$ cat src/rtl/bcd_to_bin_seq_if.sv
// bcd_to_bin_seq_if: start/done handshake bundle between a BCD word source and the BCD-to-binary decoder
// Signals:
//   start  request a conversion
//   bcd    sign + 4-digit BCD word
//   busy   conversion in progress
//   done   one-cycle completion pulse
//   n      signed 16-bit result
//   err    malformed-input flag
interface bcd_to_bin_seq_if;
  logic               start;
  logic        [19:0] bcd;
  logic               busy;
  logic               done;
  logic signed [15:0] n;
  logic               err;
  modport master (output start, bcd, input busy, done, n, err);
  modport slave  (input start, bcd, output busy, done, n, err);
endinterface

$ cat src/rtl/bcd_to_bin_seq.sv
// bcd_to_bin_seq: sequential sign-magnitude BCD (sign digit 0/5) to signed 16-bit binary decoder
// Ports:
//   clk  rising-edge clock
//   rst  synchronous active-high reset
//   b    slave side of bcd_to_bin_seq_if (start, bcd in; busy, done, n, err out)
module bcd_to_bin_seq (
  input logic clk,
  input logic rst,
  bcd_to_bin_seq_if.slave b
);
  typedef enum logic [1:0] {IDLE, CONV, FIN} state_t;
  state_t st, st_n;
  logic [19:0] sh, sh_n;
  logic [13:0] acc, acc_n;
  logic [1:0]  cnt, cnt_n;
  logic        inv, inv_n, busy_n, done_n, err_n, bad;
  logic [15:0] n_n;
  logic [3:0]  dig, sgn;
  always_ff @(posedge clk) begin
    if (rst) begin
      st     <= IDLE;
      sh     <= '0;
      acc    <= '0;
      cnt    <= '0;
      inv    <= 1'b0;
      b.busy <= 1'b0;
      b.done <= 1'b0;
      b.n    <= '0;
      b.err  <= 1'b0;
    end else begin
      st     <= st_n;
      sh     <= sh_n;
      acc    <= acc_n;
      cnt    <= cnt_n;
      inv    <= inv_n;
      b.busy <= busy_n;
      b.done <= done_n;
      b.n    <= n_n;
      b.err  <= err_n;
    end
  end
  // The magnitude digits are shifted up through sh[15:12] so the current digit is always in one place
  always_comb begin
    dig    = sh[15:12];
    sgn    = sh[19:16];
    bad    = inv | ~(sgn == 4'd0 | sgn == 4'd5);
    st_n   = st;
    sh_n   = sh;
    acc_n  = acc;
    cnt_n  = cnt;
    inv_n  = inv;
    busy_n = b.busy;
    done_n = 1'b0;
    n_n    = b.n;
    err_n  = b.err;
    case (st)
      IDLE: if (b.start) begin
        sh_n   = b.bcd;
        acc_n  = '0;
        cnt_n  = '0;
        inv_n  = 1'b0;
        busy_n = 1'b1;
        st_n   = CONV;
      end
      CONV: begin
        acc_n = (acc << 3) + (acc << 1) + {10'd0, dig};
        inv_n = inv | (dig > 4'd9);
        sh_n  = {sh[19:16], sh[11:0], 4'h0};
        cnt_n = cnt + 2'd1;
        st_n  = cnt == 2'd3 ? FIN : CONV;
      end
      FIN: begin
        n_n    = bad ? 16'd0 : sgn == 4'd5 ? -{2'b00, acc} : {2'b00, acc};
        err_n  = bad;
        done_n = 1'b1;
        busy_n = 1'b0;
        st_n   = IDLE;
      end
      default: st_n = IDLE;
    endcase
  end
endmodule

$ cat src/flat_wrapper.sv
// flat-port wrapper written by rule: the top's interface ports become plain ports
module bcd_to_bin_seq_flat 
  (clk, rst, b_start, b_bcd, b_busy, b_done, b_n, b_err);
  bcd_to_bin_seq_if b_i ();
  input logic clk;
  input logic rst;
  input wire logic [$bits(b_i.start)-1:0] b_start;
  input wire logic [$bits(b_i.bcd)-1:0] b_bcd;
  output wire logic [$bits(b_i.busy)-1:0] b_busy;
  output wire logic [$bits(b_i.done)-1:0] b_done;
  output wire logic [$bits(b_i.n)-1:0] b_n;
  output wire logic [$bits(b_i.err)-1:0] b_err;
  assign b_i.start = b_start;
  assign b_i.bcd = b_bcd;
  assign b_busy = b_i.busy;
  assign b_done = b_i.done;
  assign b_n = b_i.n;
  assign b_err = b_i.err;
  bcd_to_bin_seq u_core (.clk(clk), .rst(rst), .b(b_i));
endmodule
$ cat config.mk
export PLATFORM = sky130hd
export DESIGN_NAME = bcd_to_bin_seq_flat
export DESIGN_NICKNAME = d
export VERILOG_FILES = /design/src/rtl/bcd_to_bin_seq_if.sv /design/src/rtl/bcd_to_bin_seq.sv /design/src/flat_wrapper.sv
export SDC_FILE = /design/constraint.sdc
export NUM_CORES = 1
export LEC_CHECK = 0
export CAP_MARGIN = 10
export CORE_ASPECT_RATIO = 1.1
export CORE_UTILIZATION = 50
export DETAILED_ROUTE_END_ITERATION = 6
export DONT_BUFFER_PORTS = 1
export SKIP_CTS_REPAIR_TIMING = 1
export SLEW_MARGIN = 20
export SYNTH_ARGS = -nofsm -noshare
export SYNTH_HDL_FRONTEND = slang
export SYNTH_SLANG_ARGS = --single-unit
$ cat constraint.sdc
create_clock -name clk -period 5.3 [get_ports clk]
set_input_delay 1.325 -clock clk [delete_from_list [all_inputs] [get_ports clk]]
set_output_delay 1.325 -clock clk [all_outputs]
set_load 0.03 [all_outputs]
==> flow_summary.json, run 1 <==
{
  "outcome": "completed",
  "rows": 29,
  "cts.path.max_buffers": 2,
  "timing.rr.end": "u_core.acc[10]",
  "cap_violations": 0,
  "rsz0062_at_grt": "false",
  "arrival_ns": 2.96,
  "final_common_cell": "nor2_1",
  "cp_cell_sequence": "inv_1 > fa_1 > fa_1 > nor2b_1 > o2111ai_1 > a311oi_1 > o21ai_0 > a32o_1",
  "worstSetupEndpoint": "u_core.acc[10]",
  "h-tree-depth": 3,
  "die_w_um": 77.5,
  "grt_pass1_vias": 2474,
  "path_class": "reg2reg",
  "cts.sinks": 58,
  "gp_routability_congestion": 0.778,
  "nNetsFinal": 419,
  "drtPass1Iterations": 4,
  "antenna_left": 0,
  "crit_start": "u_core.acc[0]",
  "drtIter0Drc": 109,
  "synth_area_per_cell_um2": 8.32,
  "yosysSeqAreaShare": 0.370,
  "setup_viol": 0,
  "vdd_drop_max_mv": 0.253,
  "yosys-top-cells-area": "dfxtp_1, ha_1, nor2_1, a22oi_1, nand2_1",
  "port_buffers": 0,
  "synthDistinctLibCells": 45,
  "fin_tns_setup_ns": 0,
  "r2r-start": "u_core.acc[0]",
  "routedWlPerCell_um": 15.9,
  "whs_ns": 0.463,
  "relSlewSlack": 0.367,
  "final_cell_mix": "nor2_1, dfxtp_1, nand2_1",
  "max_freq_mhz": 365,
  "initial_core_util": 0.530,
  "tightestPinTransition_ns": 0.946,
  "dieArea_um2": 6590,
  "grt_pass1_wl_mm": 12.2,
  "slowest_delay_ns": 0.53,
  "path_common_cell": "fa_1",
  "grt_overflow_total": 0,
  "cts_tree": "yes",
  "yosysWarnings": 0,
  "endpoint_kind": "register",
  "regToRegSetupSlack_ns": 2.56,
  "setup_ws_ns": 2.56,
  "clock-skew-final_ns": 0.00785,
  "clkTransAtPathRegs_ns": 0.07,
  "hp-class": "reg2reg",
  "synth_flop_cell": "dfxtp_1",
  "synth_top_cell_area_share": 0.370,
  "fin_crit_sh": 0.517,
  "grt_util_all_layers": 0.237,
  "viasPerCell": 5.80,
  "cts_root_buffer": "clkbuf_8",
  "ys_seq_elements": 58,
  "core-area_um2": 5910,
  "power.leakage_nw": 1.41,
  "fin_crit_ns": 2.74,
  "drt-total-wl_mm": 7.17,
  "finalMaxSlewViolations": 0,
  "cts-buffers-inserted": 9,
  "via_count": 2620,
  "synth_nets": 426,
  "post-place-ws_ns": 2.39,
  "syn_area_um2": 3140,
  "total_power_mw": 1.05,
  "num_io_pins": 42,
  "slowest_stage": "fa_1",
  "synth_top_area_cell": "dfxtp_1",
  "r2r_cells": 8,
  "diodes": 0,
  "crit_required_ns": 5.52,
  "synthCells": 377,
  "layout-drive-gt1-share": 0.0747,
  "clkLatencyLatePin_ns": 0.33,
  "die_height_um": 85.1,
  "synth-async-reset-ratio": 0,
  "startpoint_type": "register",
  "crit_fanout": 6,
  "drc": 0,
  "syn_to_final_growth_pct": 8.74,
  "synth_edf_count": 0,
  "antenna_found_initial": 0,
  "hold_viol": 0,
  "powerDensity_nw_per_um2": 308,
  "dp_hpwl_mm": 5.07,
  "grt_max_degree": 51
}
==> cell type report <==
cell class,instances,area (um2)
Sequential cell,58,1160
Clock buffer,9,124
Timing Repair Buffer,2,15.0
Inverter,18,67.6
Tap cell,77,96.3
Multi-Input combinational cell,281,1830
Clock inverter,7,116
Fill cell,552,2500
==> state kept, by name, indices dropped and copies added (netlist names) <==
name	flops
u_core.sh	20
u_core.b.n	16
u_core.acc	14
u_core.cnt	2
u_core.st	2
u_core.b.busy	1
u_core.b.done	1
u_core.b.err	1
u_core.inv	1
==> per-layer routing <==
metal / global-route usage / up-vias / wire, um
met1: 0.321 / 1214 / 3580
met4: 0.0823 / 0 / 80
met3: 0.0613 / 7 / 317
li1: - / 1334 / -
met5: 0 / - / 0
met2: 0.365 / 65 / 3190
==> worst max-delay path: cells and delay by family, from the launching register on <==
family                     cells  cell delay, ns
adders and majority gates      2            1.00
AOI/OAI and AO/OA              4            0.91
DFF                            1            0.44
and+or+nand+nor                1            0.17
buffers and inverters          1            0.12
==> synthesized netlist by cell type, drive strengths merged (5+ instances only) <==
cell type and n:
dfxtp 58, a311oi 8, or3 5, o21ai 15, nor3 6, xor2 6, nand2 33, clkbuf 17
a22oi 18, a21oi 23, ha 24, xnor2 12, inv 18, nor2 65
==> how the worst min path moves through the flow <==
stage / startpoint / to / slack, ns / cells after the start
3_5_place_dp: u_core.inv / u_core.inv / 0.45 / 2
2_1_floorplan: u_core.inv / u_core.inv / 0.44 / 2
3_3_place_gp: u_core.inv / u_core.inv / 0.45 / 2
5_1_grt: u_core.inv / u_core.inv / 0.49 / 2
4_1_cts: u_core.inv / u_core.inv / 0.46 / 2
6_report: u_core.inv / u_core.inv / 0.46 / 2
==> logic make-up after synthesis <==
family          count (synthesis)  share of synthesized area
compound gates                 98                      0.216
mux                             4                     0.0128
flops                          58                      0.370
buf+inv                        38                     0.0463
fa+ha+maj                      26                      0.109
simple gates                  135                      0.196
xor+xnor                       18                     0.0503
==> where the power goes <==
group | switching (mW) | internal, mW | leakage, nW
Sequential | 0.0185 | 0.452 | 0.473
Combinational | 0.0513 | 0.0360 | 0.813
Clock | 0.181 | 0.312 | 0.120
==> metrics by stage <==
stage	cell area, um2	util	instances
after global placement	3170	0.536	436
after floorplan	3140	-	377
after global routing	3410	0.576	452
after CTS	3410	0.576	452
after detailed placement	3170	0.536	436
final	3410	0.576	452
No activity file was read; power rests on OpenSTA's default activity.
==> run 2, diff against run 1 <==
==> constraint.sdc (replaced) <==
create_clock -name clk -period 2.62 [get_ports clk]
set_input_delay 0.655 -clock clk [delete_from_list [all_inputs] [get_ports clk]]
set_output_delay 0.655 -clock clk [all_outputs]
set_load 0.03 [all_outputs]
==> flow_summary.json, run 2 (same netlist as run 1, synthesis figures left out) <==
{
  "rows": 29,
  "grt_overflow_total": 0,
  "h-tree-depth": 3,
  "slowest_delay_ns": 0.59,
  "hold_viol": 0,
  "path_class": "reg2reg",
  "r2r_cells": 9,
  "via_count": 2632,
  "cts-buffers-inserted": 9,
  "gp_routability_congestion": 0.801,
  "drc": 0,
  "cts_tree": "yes",
  "grt_pass1_wl_mm": 12.4,
  "fin_tns_setup_ns": 0,
  "hold_depth": 1,
  "dieArea_um2": 6590,
  "dp_hpwl_mm": 5.25,
  "die_height_um": 85.1,
  "endpoint_kind": "register",
  "tightestPinTransition_ns": 0.664,
  "cts.path.max_buffers": 2,
  "initial_core_util": 0.530,
  "die_w_um": 77.5,
  "drtPass1Iterations": 4,
  "grtUsageMet1": 0.337,
  "antenna_found_initial": 0,
  "final_cell_mix": "nor2_1, dfxtp_1, nand2_1",
  "reg_top3": "u_core.sh x20, u_core.b.n x16, u_core.acc x14",
  "crit_required_ns": 2.85,
  "syn_to_final_growth_pct": 11.8,
  "cap_violations": 0,
  "grt_pass1_vias": 2484,
  "drtIter0Drc": 102,
  "powerDensity_nw_per_um2": 621,
  "regMostFlops": "u_core.sh",
  "core-area_um2": 5910,
  "use_met3": 0.0419,
  "path_common_cell": "inv_1",
  "num_io_pins": 42,
  "largest_register_ffs": 20,
  "layout-drive-gt1-share": 0.106,
  "dpl_cell_area_um2": 3250,
  "antenna_left": 0,
  "nNetsFinal": 430,
  "setup_viol": 0,
  "grt_max_degree": 51,
  "holdPathEnd": "u_core.b.done",
  "finalMaxSlewViolations": 0,
  "max_freq_mhz": 400,
  "port_buffers": 0,
  "busiest_layer": "met2",
  "final_area_um2": 3510,
  "drt-total-wl_mm": 7.33,
  "routedWlPerCell_um": 15.8,
  "hp-class": "in2reg",
  "grt_util_all_layers": 0.243,
  "whs_ns": 0.384,
  "crit_fanout": 3,
  "cts_root_buffer": "clkbuf_8",
  "timing.rr.end": "u_core.acc[13]",
  "clkTransAtPathRegs_ns": 0.08,
  "regToRegSetupSlack_ns": 0.12,
  "rsz0062_at_grt": "false",
  "final_common_cell": "nor2_1",
  "slowest_stage": "fa_1",
  "diodes": 0,
  "fin_crit_sh": 0.953,
  "arrival_ns": 2.73,
  "power.leakage_nw": 1.47,
  "relSlewSlack": 0.555,
  "startpoint_type": "register",
  "fin_crit_ns": 2.50,
  "clock-skew-final_ns": 0.00833,
  "vdd_drop_max_mv": 0.384,
  "outcome": "completed",
  "cp_cell_sequence": "inv_1 > fa_1 > inv_1 > ha_1 > a21o_1 > and4_1 > o21ai_0 > nand4_1 > a31o_2",
  "r2r-start": "u_core.acc[0]",
  "clkLatencyLatePin_ns": 0.34,
  "min_from": "rst",
  "grt.met2_usage": 0.377,
  "cts.sinks": 58,
  "viasPerCell": 5.68
}
[run 2: cell count changes in the layout (fill, tap and decap cells not counted), sizes merged]
| cell | delta |
|---|---|
| clkinvlp | -1 |
| buf | +11 |
| clkinv | +1 |
[run 2: worst max path at each step]
stage                   from        endpoint  depth (start not counted)
2_1_floorplan  u_core.acc[0]  u_core.acc[10]                          8
3_3_place_gp   u_core.acc[0]  u_core.acc[10]                          8
3_5_place_dp   u_core.acc[0]  u_core.acc[10]                          8
4_1_cts        u_core.acc[0]  u_core.acc[11]                          9
5_1_grt        u_core.acc[0]  u_core.acc[13]                          9
6_report       u_core.acc[0]  u_core.acc[13]                          9
[run 2: critical path, delay by kind of cell, from the launching register on]
family	cells	cell delay (ns)
adder cells (fa/ha/maj)	2	0.87
AO/OA/AOI/OAI	3	0.70
flip-flops	1	0.33
AND/OR/NAND/NOR	2	0.36
buffers and inverters	2	0.13
[run 2: where the power goes]
group,internal (mW),switching (mW),total [mW]
logic,0.0830,0.111,0.194
registers,0.914,0.0345,0.949
clock network,0.640,0.394,1.03
[run 2: per-layer routing]
layer	wire length, um	vias to the layer above
met2	3260	54
met3	301	2
li1	-	1358
met5	0	-
met1	3740	1218
met4	29	0
[run 2: area by class of cell]
| cell class | instances | area [um2] |
|---|---|---|
| Fill cell | 546 | 2410 |
| Clock inverter | 7 | 125 |
| Clock buffer | 9 | 124 |
| Sequential cell | 58 | 1160 |
| Tap cell | 77 | 96.3 |
| Multi-Input combinational cell | 281 | 1830 |
| Timing Repair Buffer | 13 | 97.6 |
| Inverter | 18 | 67.6 |
[run 2: metrics by stage]
stage / setup WS (ns) / power, mW / util / cells
final: 0.123 / 2.18 / 0.593 / 463
after global routing: 0.00870 / 2.28 / 0.593 / 463
after CTS: 0.0929 / 2.19 / 0.592 / 463
after detailed placement: 0.101 / 1.16 / 0.550 / 447
after global placement: 0.161 / 1.15 / 0.550 / 447
after floorplan: 0.162 / 1.11 / - / 377
